### src/rtl/spatz_issue_queue.sv
// In-order issue queue for decoded vector requests, with a RAW/WAW busy scoreboard over the vector registers.
// Optional macro SPATZ_ISSUE_BYPASS_EN: an empty queue forwards a hazard-free request to issue_* in the same cycle.
module spatz_issue_queue #(
  parameter int unsigned Depth    = 4,
  parameter int unsigned ReqWidth = 64,
  localparam int unsigned NrVRegs = 32,
  localparam int unsigned PtrW    = $clog2(Depth),
  localparam int unsigned CntW    = PtrW + 1
) (
  input  logic                clk_i,
  input  logic                rst_i,
  input  logic                flush_i,
  input  logic                req_valid_i,
  output logic                req_ready_o,
  input  logic [ReqWidth-1:0] req_payload_i,
  input  logic [4:0]          req_vd_i,
  input  logic [4:0]          req_vs1_i,
  input  logic [4:0]          req_vs2_i,
  input  logic                req_use_vd_i,
  input  logic                req_use_vs1_i,
  input  logic                req_use_vs2_i,
  output logic                issue_valid_o,
  input  logic                issue_ready_i,
  output logic [ReqWidth-1:0] issue_payload_o,
  input  logic                rsp_valid_i,
  input  logic [4:0]          rsp_vd_i,
  output logic [NrVRegs-1:0]  busy_o,
  output logic [CntW-1:0]     count_o,
  output logic                sb_err_o
);

  localparam logic [CntW-1:0] DepthC = CntW'(Depth);

  // Handshake: a transfer happens on a cycle where valid and ready are both high at the clock edge;
  // valid never depends on ready, and a presented payload holds until it is taken.

  logic [ReqWidth-1:0] pl_q   [Depth];
  logic [4:0]          vd_q   [Depth];
  logic [4:0]          vs1_q  [Depth];
  logic [4:0]          vs2_q  [Depth];
  logic                uvd_q  [Depth];
  logic                uvs1_q [Depth];
  logic                uvs2_q [Depth];

  logic [PtrW-1:0]    wr_ptr_q, wr_ptr_d;
  logic [PtrW-1:0]    rd_ptr_q, rd_ptr_d;
  logic [CntW-1:0]    count_q, count_d;
  logic [NrVRegs-1:0] busy_q, busy_d;
  logic               sb_err_q, sb_err_d;

  logic               head_hazard;
  logic               head_valid;
  logic               bypass;
  logic               push;
  logic               pop;
  logic [NrVRegs-1:0] set_vec;
  logic [NrVRegs-1:0] clr_vec;

  function automatic logic has_hazard(input logic [NrVRegs-1:0] b,
                                      input logic [4:0] vd, input logic [4:0] vs1,
                                      input logic [4:0] vs2, input logic use_vd,
                                      input logic use_vs1, input logic use_vs2);
    return (use_vs1 && b[vs1]) || (use_vs2 && b[vs2]) || (use_vd && b[vd]);
  endfunction

  always_comb begin
    head_hazard = has_hazard(busy_q, vd_q[rd_ptr_q], vs1_q[rd_ptr_q], vs2_q[rd_ptr_q],
                             uvd_q[rd_ptr_q], uvs1_q[rd_ptr_q], uvs2_q[rd_ptr_q]);
    head_valid  = (count_q != '0) && !head_hazard && !flush_i;
    req_ready_o = !rst_i && (count_q < DepthC) && !flush_i;
`ifdef SPATZ_ISSUE_BYPASS_EN
    bypass = (count_q == '0) && req_valid_i && !flush_i && !rst_i &&
             !has_hazard(busy_q, req_vd_i, req_vs1_i, req_vs2_i,
                         req_use_vd_i, req_use_vs1_i, req_use_vs2_i);
`else
    bypass = 1'b0;
`endif
    issue_valid_o   = head_valid || bypass;
    issue_payload_o = bypass ? req_payload_i : pl_q[rd_ptr_q];
    // A bypassed request that is taken immediately never occupies a slot.
    push = req_valid_i && req_ready_o && !(bypass && issue_ready_i);
    pop  = head_valid && issue_ready_i;
  end

  always_comb begin
    set_vec = '0;
    clr_vec = '0;
    if (pop && uvd_q[rd_ptr_q]) set_vec[vd_q[rd_ptr_q]] = 1'b1;
    if (bypass && issue_ready_i && req_use_vd_i) set_vec[req_vd_i] = 1'b1;
    if (rsp_valid_i && busy_q[rsp_vd_i]) clr_vec[rsp_vd_i] = 1'b1;
    // Clear first, then set, so a new writer wins over a retire of the same vreg.
    busy_d   = (busy_q & ~clr_vec) | set_vec;
    sb_err_d = sb_err_q | (rsp_valid_i && !busy_q[rsp_vd_i]);
  end

  always_comb begin
    wr_ptr_d = wr_ptr_q;
    rd_ptr_d = rd_ptr_q;
    count_d  = count_q;
    if (flush_i) begin
      wr_ptr_d = '0;
      rd_ptr_d = '0;
      count_d  = '0;
    end else begin
      if (push) wr_ptr_d = wr_ptr_q + PtrW'(1);
      if (pop)  rd_ptr_d = rd_ptr_q + PtrW'(1);
      case ({push, pop})
        2'b10:   count_d = count_q + CntW'(1);
        2'b01:   count_d = count_q - CntW'(1);
        default: count_d = count_q;
      endcase
    end
  end

  always_ff @(posedge clk_i or posedge rst_i) begin
    if (rst_i) begin
      wr_ptr_q <= '0;
      rd_ptr_q <= '0;
      count_q  <= '0;
      busy_q   <= '0;
      sb_err_q <= 1'b0;
    end else begin
      wr_ptr_q <= wr_ptr_d;
      rd_ptr_q <= rd_ptr_d;
      count_q  <= count_d;
      busy_q   <= busy_d;
      sb_err_q <= sb_err_d;
    end
  end

  always_ff @(posedge clk_i) begin
    if (push) begin
      pl_q[wr_ptr_q]   <= req_payload_i;
      vd_q[wr_ptr_q]   <= req_vd_i;
      vs1_q[wr_ptr_q]  <= req_vs1_i;
      vs2_q[wr_ptr_q]  <= req_vs2_i;
      uvd_q[wr_ptr_q]  <= req_use_vd_i;
      uvs1_q[wr_ptr_q] <= req_use_vs1_i;
      uvs2_q[wr_ptr_q] <= req_use_vs2_i;
    end
  end

  assign busy_o   = busy_q;
  assign count_o  = count_q;
  assign sb_err_o = sb_err_q;

endmodule

### config.mk
export PLATFORM = sky130hd
export DESIGN_NAME = spatz_issue_queue
export DESIGN_NICKNAME = d
export VERILOG_FILES = /design/src/rtl/spatz_issue_queue.sv
export SDC_FILE = /design/constraint.sdc
export NUM_CORES = 1
export LEC_CHECK = 0
export ABC_AREA = 1
export CORE_ASPECT_RATIO = 0.5
export CORE_UTILIZATION = 35
export CTS_CLUSTER_DIAMETER = 80
export CTS_CLUSTER_SIZE = 14
export DETAILED_ROUTE_END_ITERATION = 6
export DONT_BUFFER_PORTS = 1
export GPL_ROUTABILITY_DRIVEN = 0
export PLACE_DENSITY_LB_ADDON = 0.25
export SLEW_MARGIN = 0
export SYNTH_ARGS = -nofsm -noshare
export SYNTH_HDL_FRONTEND = slang
export SYNTH_SLANG_ARGS = --single-unit
### constraint.sdc
create_clock -name clk_i -period 4.6 [get_ports clk_i]
set_input_delay 0.46 -clock clk_i [delete_from_list [all_inputs] [get_ports clk_i]]
set_output_delay 0.46 -clock clk_i [all_outputs]
set_load 0.01 [all_outputs]
======== Word level (Yosys, flattened, before mapping) ========
Memories as Yosys holds them, arrays and structs flattened.
Cells that the tools add are included.
operators by class
  add/sub/neg operators ................... 4
  order comparisons ....................... 7
  eq/ne operators ......................... 2
  muxes and demuxes ....................... 22
  bitwise logic cells ..................... 4
  reductions and logical operators ........ 24
operator list
  operator             number
  $mux 32              2
  $and 32x32->32       1
  $not 32->32          1
  $or 32x32->32        1
  $lt 5x6->1 const B   4
  $bmux 1 s5           4
  $logic_and 1x1->1    14
  $demux 1 s5          2
  $ge 5x1->1 const B   2
  $mux 1               8
  $mux 2               4
  $pmux 3 s2           1
  $reduce_bool 3->1    2
  $add 2x1->2 const B  2
  $logic_not 1->1      4
  $reduce_bool 2->1    2
  $add 3x1->3 const B  1
  $lt 3x3->1 const B   1
  $mux 3               1
  $sub 3x1->3 const B  1
  $eq 2x1->1 const B   1
  $eq 2x2->1 const B   1
  $logic_or 1x1->1     2
  $or 1x1->1           1
storage, ports and cells
  bits in registers ....................... 40
  bits in writable memories ............... 328
  bits of input ports ..................... 93
  output and inout port bits .............. 102
  logic and storage cells ................. 75
  memories kept ........................... 7
memory list
  name         depth  bits a word  rd ports  clocked after memory_dff  write ports  RTL line  RTL
  pl_q         4      64           1         0                         1            37        logic [ReqWidth-1:0] pl_q [Depth];
  vd_q         4      5            1         0                         1            38        logic [4:0] vd_q [Depth];
  vs1_q        4      5            1         0                         1            39        logic [4:0] vs1_q [Depth];
  vs2_q        4      5            1         0                         1            40        logic [4:0] vs2_q [Depth];
  uvd_q        4      1            1         0                         1            41        logic uvd_q [Depth];
  uvs1_q       4      1            1         0                         1            42        logic uvs1_q [Depth];
  +1 memories  --     --           --        --                        --           --

======== Logic depth before layout (Yosys ltp) ========
An unclocked memory read counts as a cell.
  word-level depth ........................ 13
  depth in mapped cells ................... 25
  depth with buffers taken out ............ 23

======== Worst setup path after synthesis ========
Ideal clock, no wire load.
  path type ............................... register -> register
  start point ............................. register count_q[2] (netlist: count_o[2])
  end point ............................... memory pl_q[0][0], enable pin
  setup time .............................. 0.523 ns
  arrival ................................. 4.614 ns
  data required time ...................... 4.077 ns
  setup slack ............................. -0.537 ns
  stages on the path, launching flop included .. 4
  clock period less this slack ............ 5.137 ns
  path through ............................ dfrtp_1 nor3_1 nand2_1 nor2_1
on the way
  word-level cells in the longest chain between the ends .. 6
ends and longest elaborated chain
  what                             RTL line  RTL
  start, declared                  47        logic [CntW-1:0] count_q, count_d;
  start signal, assigned           125       count_q <= count_d;
  $lt 3x3->1                       70        req_ready_o = !rst_i && (count_q < DepthC) && !flush_i;
  $logic_and 1x1->1 (2 in series)  70
  net req_ready_o                  14        output logic req_ready_o,
  $logic_and 1x1->1                81        push = req_valid_i && req_ready_o && !(bypass && issue_ready_i);
  $mux 1                           132       if (push) begin
  $mux 1 (implied by the code)     133       pl_q[wr_ptr_q] <= req_payload_i;
  end, declared                    37
The timed path passes the listed nets, and every way through them passes these cells.

======== Worst setup path after layout ========
  start point ............................. register rd_ptr_q[0]
  end point ............................... output port issue_valid_o
on the way
  word-level cells in the longest chain between the ends .. 9
  elaborated cells on any way between the ends .. 20
ends and longest elaborated chain
  what                                   RTL line  RTL
  start, declared                        46        logic [PtrW-1:0] rd_ptr_q, rd_ptr_d;
  start signal, assigned                 124       rd_ptr_q <= rd_ptr_d;
  $mem_v2 4x5, on equally long branches  --
  $bmux 1 s5                             63        return (use_vs1 && b[vs1]) || (use_vs2 && b[vs2]) || (use_vd && b[vd]);
  $mux 1 (implied by the code)           63
  $logic_and 1x1->1                      63
  $logic_or 1x1->1                       63
  $logic_or 1x1->1 (*)                   63
  $logic_not 1->1 (*)                    69        head_valid = (count_q != '0) && !head_hazard && !flush_i;
  $logic_and 1x1->1 (*) (2 in series)    69
  end, declared                          22        output logic issue_valid_o,
Every way passes the cells marked *; elsewhere a longest branch is shown, timed or not. The select of a mux whose other input is x is not followed.

==> impl_metrics.tcl <==
set metrics [dict create \
    status "finished clean" \
    endpoint_kind "output pin" \
    finalCriticalPeriod_ns 4.15 \
    global_route_wire_length_before_repair_mm 60.6 \
    chip_width_um 301 \
    cp.arrival_ns 3.69 \
    async_set_or_reset_flop_fraction_in_the_synthesized_netlist 0.109 \
    drt_first_iter_violations 880 \
    drv_slew 0 \
    antenna_violations_before_repair 0 \
    cpMaxStageDelayCell "sky130_fd_sc_hd__dfrtp_4" \
    critical_path.cell_chain "inv_6 > nand2_1 > nand3_1 > nand2_2 > o21ai_0 > nand2_1 > nand2_1 > nand2_1 > nand2_1 > inv_1 > nand3_1 > nand2_1 > inv_2 > nand3_2 > inv_1" \
    combinationalPowerShare 0.174 \
    synth-edff-count 328 \
    min_path_cells 2 \
    synth_top_cell_area_share 0.631 \
    total_leakage_power_nw 6.28 \
    worstPathMaxFanout 50 \
    htree_num_levels 1 \
    report.final.hold_viol_count 0 \
    worst-setup-path-type "reg2out" \
    cp_data_required_time_ns 4.14 \
    clockPowerShare 0.301 \
    period_share 0.901 \
    drt-pass1-iter-count 5 \
    postSynthRegisterBits 368 \
    antenna-diode-count 0 \
    clk_latency_worst_skew_pair_ns 0.60 \
    final_nets 1532 \
    critical_path.most_common_cell "sky130_fd_sc_hd__nand2_1" \
    ios 195 \
    number_of_fill_cells 4114 \
    peakVddDrop_mv 0.283 \
    crit_path_max_incr_delay_ns 0.68 \
    antenna_violating_nets_post_route 0 \
    grt_overflow_total 0 \
    floorplan.initialDensity 0.356 \
    min_from "req_valid_i" \
    power.sequential.fraction 0.525 \
    drv.max_cap_violation_count 0 \
    final.setup.tns_ns 0 \
    areaGrowthSynthToFinish_pct 14.5 \
    yosysTopAreaCell "sky130_fd_sc_hd__edfxtp_1" \
    final_worst_path_setup_slack_ns 0.453 \
    post-synth-top-count-cell "sky130_fd_sc_hd__edfxtp_1" \
    design.die.area_um2 45500 \
    detailedPlace.worstSlack_ns 0.453 \
    synth.top_cells.by_count "sky130_fd_sc_hd__edfxtp_1 (328), sky130_fd_sc_hd__nand2_1 (184), sky130_fd_sc_hd__o21ai_0 (169)" \
    detailroute.via_count 10700 \
    internal_power_component_mw 5.37 \
    die_height_um 151 \
    netlist_instances 1376 \
    floorplan.core_area_um2 43800 \
    switching_share 0.303 \
    max_slew_margin 0.262 \
    r2r_setup_slk_ns 0.48 \
    grtUsageTotal 0.173 \
    hpwlAfterDp_mm 25.2 \
    via_per_inst 5.27 \
    hold_path.class "in2reg" \
    synth_cell_types 36 \
    cts_max_path_buffers 3 \
    remaining_drc_errors 0 \
    clock.fmax_mhz 241 \
    timing.critical_path.from_type "flop" \
    yosysSeqAreaShare 0.695 \
    dominantRegCellSynth "sky130_fd_sc_hd__edfxtp_1" \
    worstReg2RegStart "rd_ptr_q[0]" \
    cell_at_the_root_of_the_clock_tree "sky130_fd_sc_hd__clkbuf_16" \
    syn_avg_cell_area_um2 11.3 \
    reg2reg_to "count_o[2]" \
    clkSinkCount 368 \
    worst-r2r-cell-count 23 \
    grt_max_degree 83 \
    crit_start "rd_ptr_q[0]" \
    power_density_nw_per_um2 431 \
    worst_hold_path.endpoint "wr_ptr_q[1]" \
    rsz0062_at_grt "false" \
    finalSetupViolCount 0 \
    finalCoreUtilization 0.408 \
    drive_gt1_frac 0.0596 \
    synthTopCellsByArea "sky130_fd_sc_hd__edfxtp_1 (63%), sky130_fd_sc_hd__dfrtp_1 (6.4%), sky130_fd_sc_hd__o21ai_0 (5.4%)" \
    wirelength_mm 40.8 \
    first_global_vias 10300 \
    netlist_area_um2 15600 \
    path_clk_slew_ns 0.08 \
    drt-wirelength-per-cell_um 20.1 \
    p_sw_mw 2.33 \
    clock_skew_ns 0.0351 \
    post-cts-setup-buffer-count 0 \
    yosys_warnings 0 \
    std_cell_rows 54 \
    worst_pin_slew_ns 1.10 \
    synthesis.nets 1474 \
    num_cts_buffers 30 \
    io_port_bufs 0 \
    report.power.total_mw 7.70 \
    cts_tree "built" \
]
-- critical path: cells and delay by family (launching register included) --
family	cells	cell delay [ns]
AND/OR/NAND/NOR	10	1.52
flip-flops	1	0.68
buffers and inverters	4	0.61
AO/OA/AOI/OAI	1	0.25
-- routing by layer --
| metal | up-vias | part of all wire | track usage |
|---|---|---|---|
| li1 | 5037 | - | - |
| met4 | 0 | 0.025 | 0.0452 |
| met3 | 68 | 0.066 | 0.0349 |
| met5 | - | 0 | 0 |
| met1 | 5260 | 0.40 | 0.214 |
| met2 | 337 | 0.50 | 0.311 |
-- what timing repair did --
action                                  in CTS  in global routing
resized for setup                            0                  1
endpoints found under the setup margin       0                  2
hold endpoints to repair                   369                  0
hold buffers                                84                  0
-- cell usage in the layout, fill, tap and decap left out, types with 2 or more instances in the layout --
cell	instances
sky130_fd_sc_hd__a21oi_1	6
sky130_fd_sc_hd__a32oi_1	2
sky130_fd_sc_hd__buf_12	4
sky130_fd_sc_hd__buf_4	14
sky130_fd_sc_hd__clkbuf_1	8
sky130_fd_sc_hd__clkbuf_16	30
sky130_fd_sc_hd__clkinv_1	2
sky130_fd_sc_hd__dfrtp_1	38
sky130_fd_sc_hd__dlygate4sd3_1	84
sky130_fd_sc_hd__edfxtp_1	328
sky130_fd_sc_hd__ha_1	4
sky130_fd_sc_hd__inv_1	70
sky130_fd_sc_hd__inv_2	5
sky130_fd_sc_hd__nand2_1	184
sky130_fd_sc_hd__nand2_2	4
sky130_fd_sc_hd__nand3_1	149
sky130_fd_sc_hd__nand3_2	6
sky130_fd_sc_hd__nand4_1	2
sky130_fd_sc_hd__nor2_1	161
sky130_fd_sc_hd__nor2_2	5
sky130_fd_sc_hd__nor2_4	4
sky130_fd_sc_hd__nor3_1	40
sky130_fd_sc_hd__o21ai_0	169
sky130_fd_sc_hd__o21ai_1	19
sky130_fd_sc_hd__o21ai_2	2
sky130_fd_sc_hd__o22ai_1	81
sky130_fd_sc_hd__o31ai_1	2
sky130_fd_sc_hd__or2_2	5
-- kinds of logic (layout without fill, tap and decap cells) --
family	after synthesis	count (layout)	synth area share
buf+inv	154	220	0.0421
flops	368	368	0.695
xor+xnor	1	1	0.000561
simple gates	563	563	0.157
compound gates	285	285	0.100
fa+ha+maj	5	5	0.00449
-- power groups by stage --
stage	clock, mW	sequential, mW	combinational [mW]
final	2.32	4.04	1.34
after global routing	2.50	4.06	1.49
after CTS	2.39	4.04	1.35
after detailed placement	0	4.12	1.25
after global placement	0	4.12	1.23
after floorplan	0	4.00	0.969
-- layout make-up --
type	instances	area, um2	area share
Clock buffer	38	781	0.0437
Sequential cell	368	10900	0.608
Clock inverter	2	41.3	0.00231
Inverter	78	298	0.0167
Timing Repair Buffer	102	1030	0.0574
Multi-Input combinational cell	854	4120	0.231
Tap cell	588	736	0.0412
-- how the worst max path moves through the flow --
| stage | to | slack, ns | cells after the start |
|---|---|---|---|
| 6_report | issue_valid_o | 0.45 | 15 |
| 5_1_grt | count_o[2] | 0.1 | 23 |
| 3_5_place_dp | count_o[2] | 0.45 | 23 |
| 3_3_place_gp | count_o[2] | 0.65 | 23 |
| 2_1_floorplan | pl_q[0][0] | -0.54 | 3 |
| 4_1_cts | issue_valid_o | 0.32 | 15 |
-- metrics by stage --
stage                     hold WS [ns]  std cells  instance area [um2]
after floorplan                  0.513       1376                15600
after global placement           0.504       1906                16200
after detailed placement         0.518       1906                16200
after CTS                       0.0254       2030                17900
after global routing            0.0763       2030                17900
final                           0.0588       2030                17900
-- registers in the layout, summed over array words and instances, names as in the netlist --
register and count:
rd_ptr_q 2, uvs2_q 4, vd_q 20, uvd_q 4
pl_q 256, vs2_q 20, busy_o 32, sb_err_o 1
count_o 3, wr_ptr_q 2, vs1_q 20, uvs1_q 4
(Power assumes the default switching activity.)
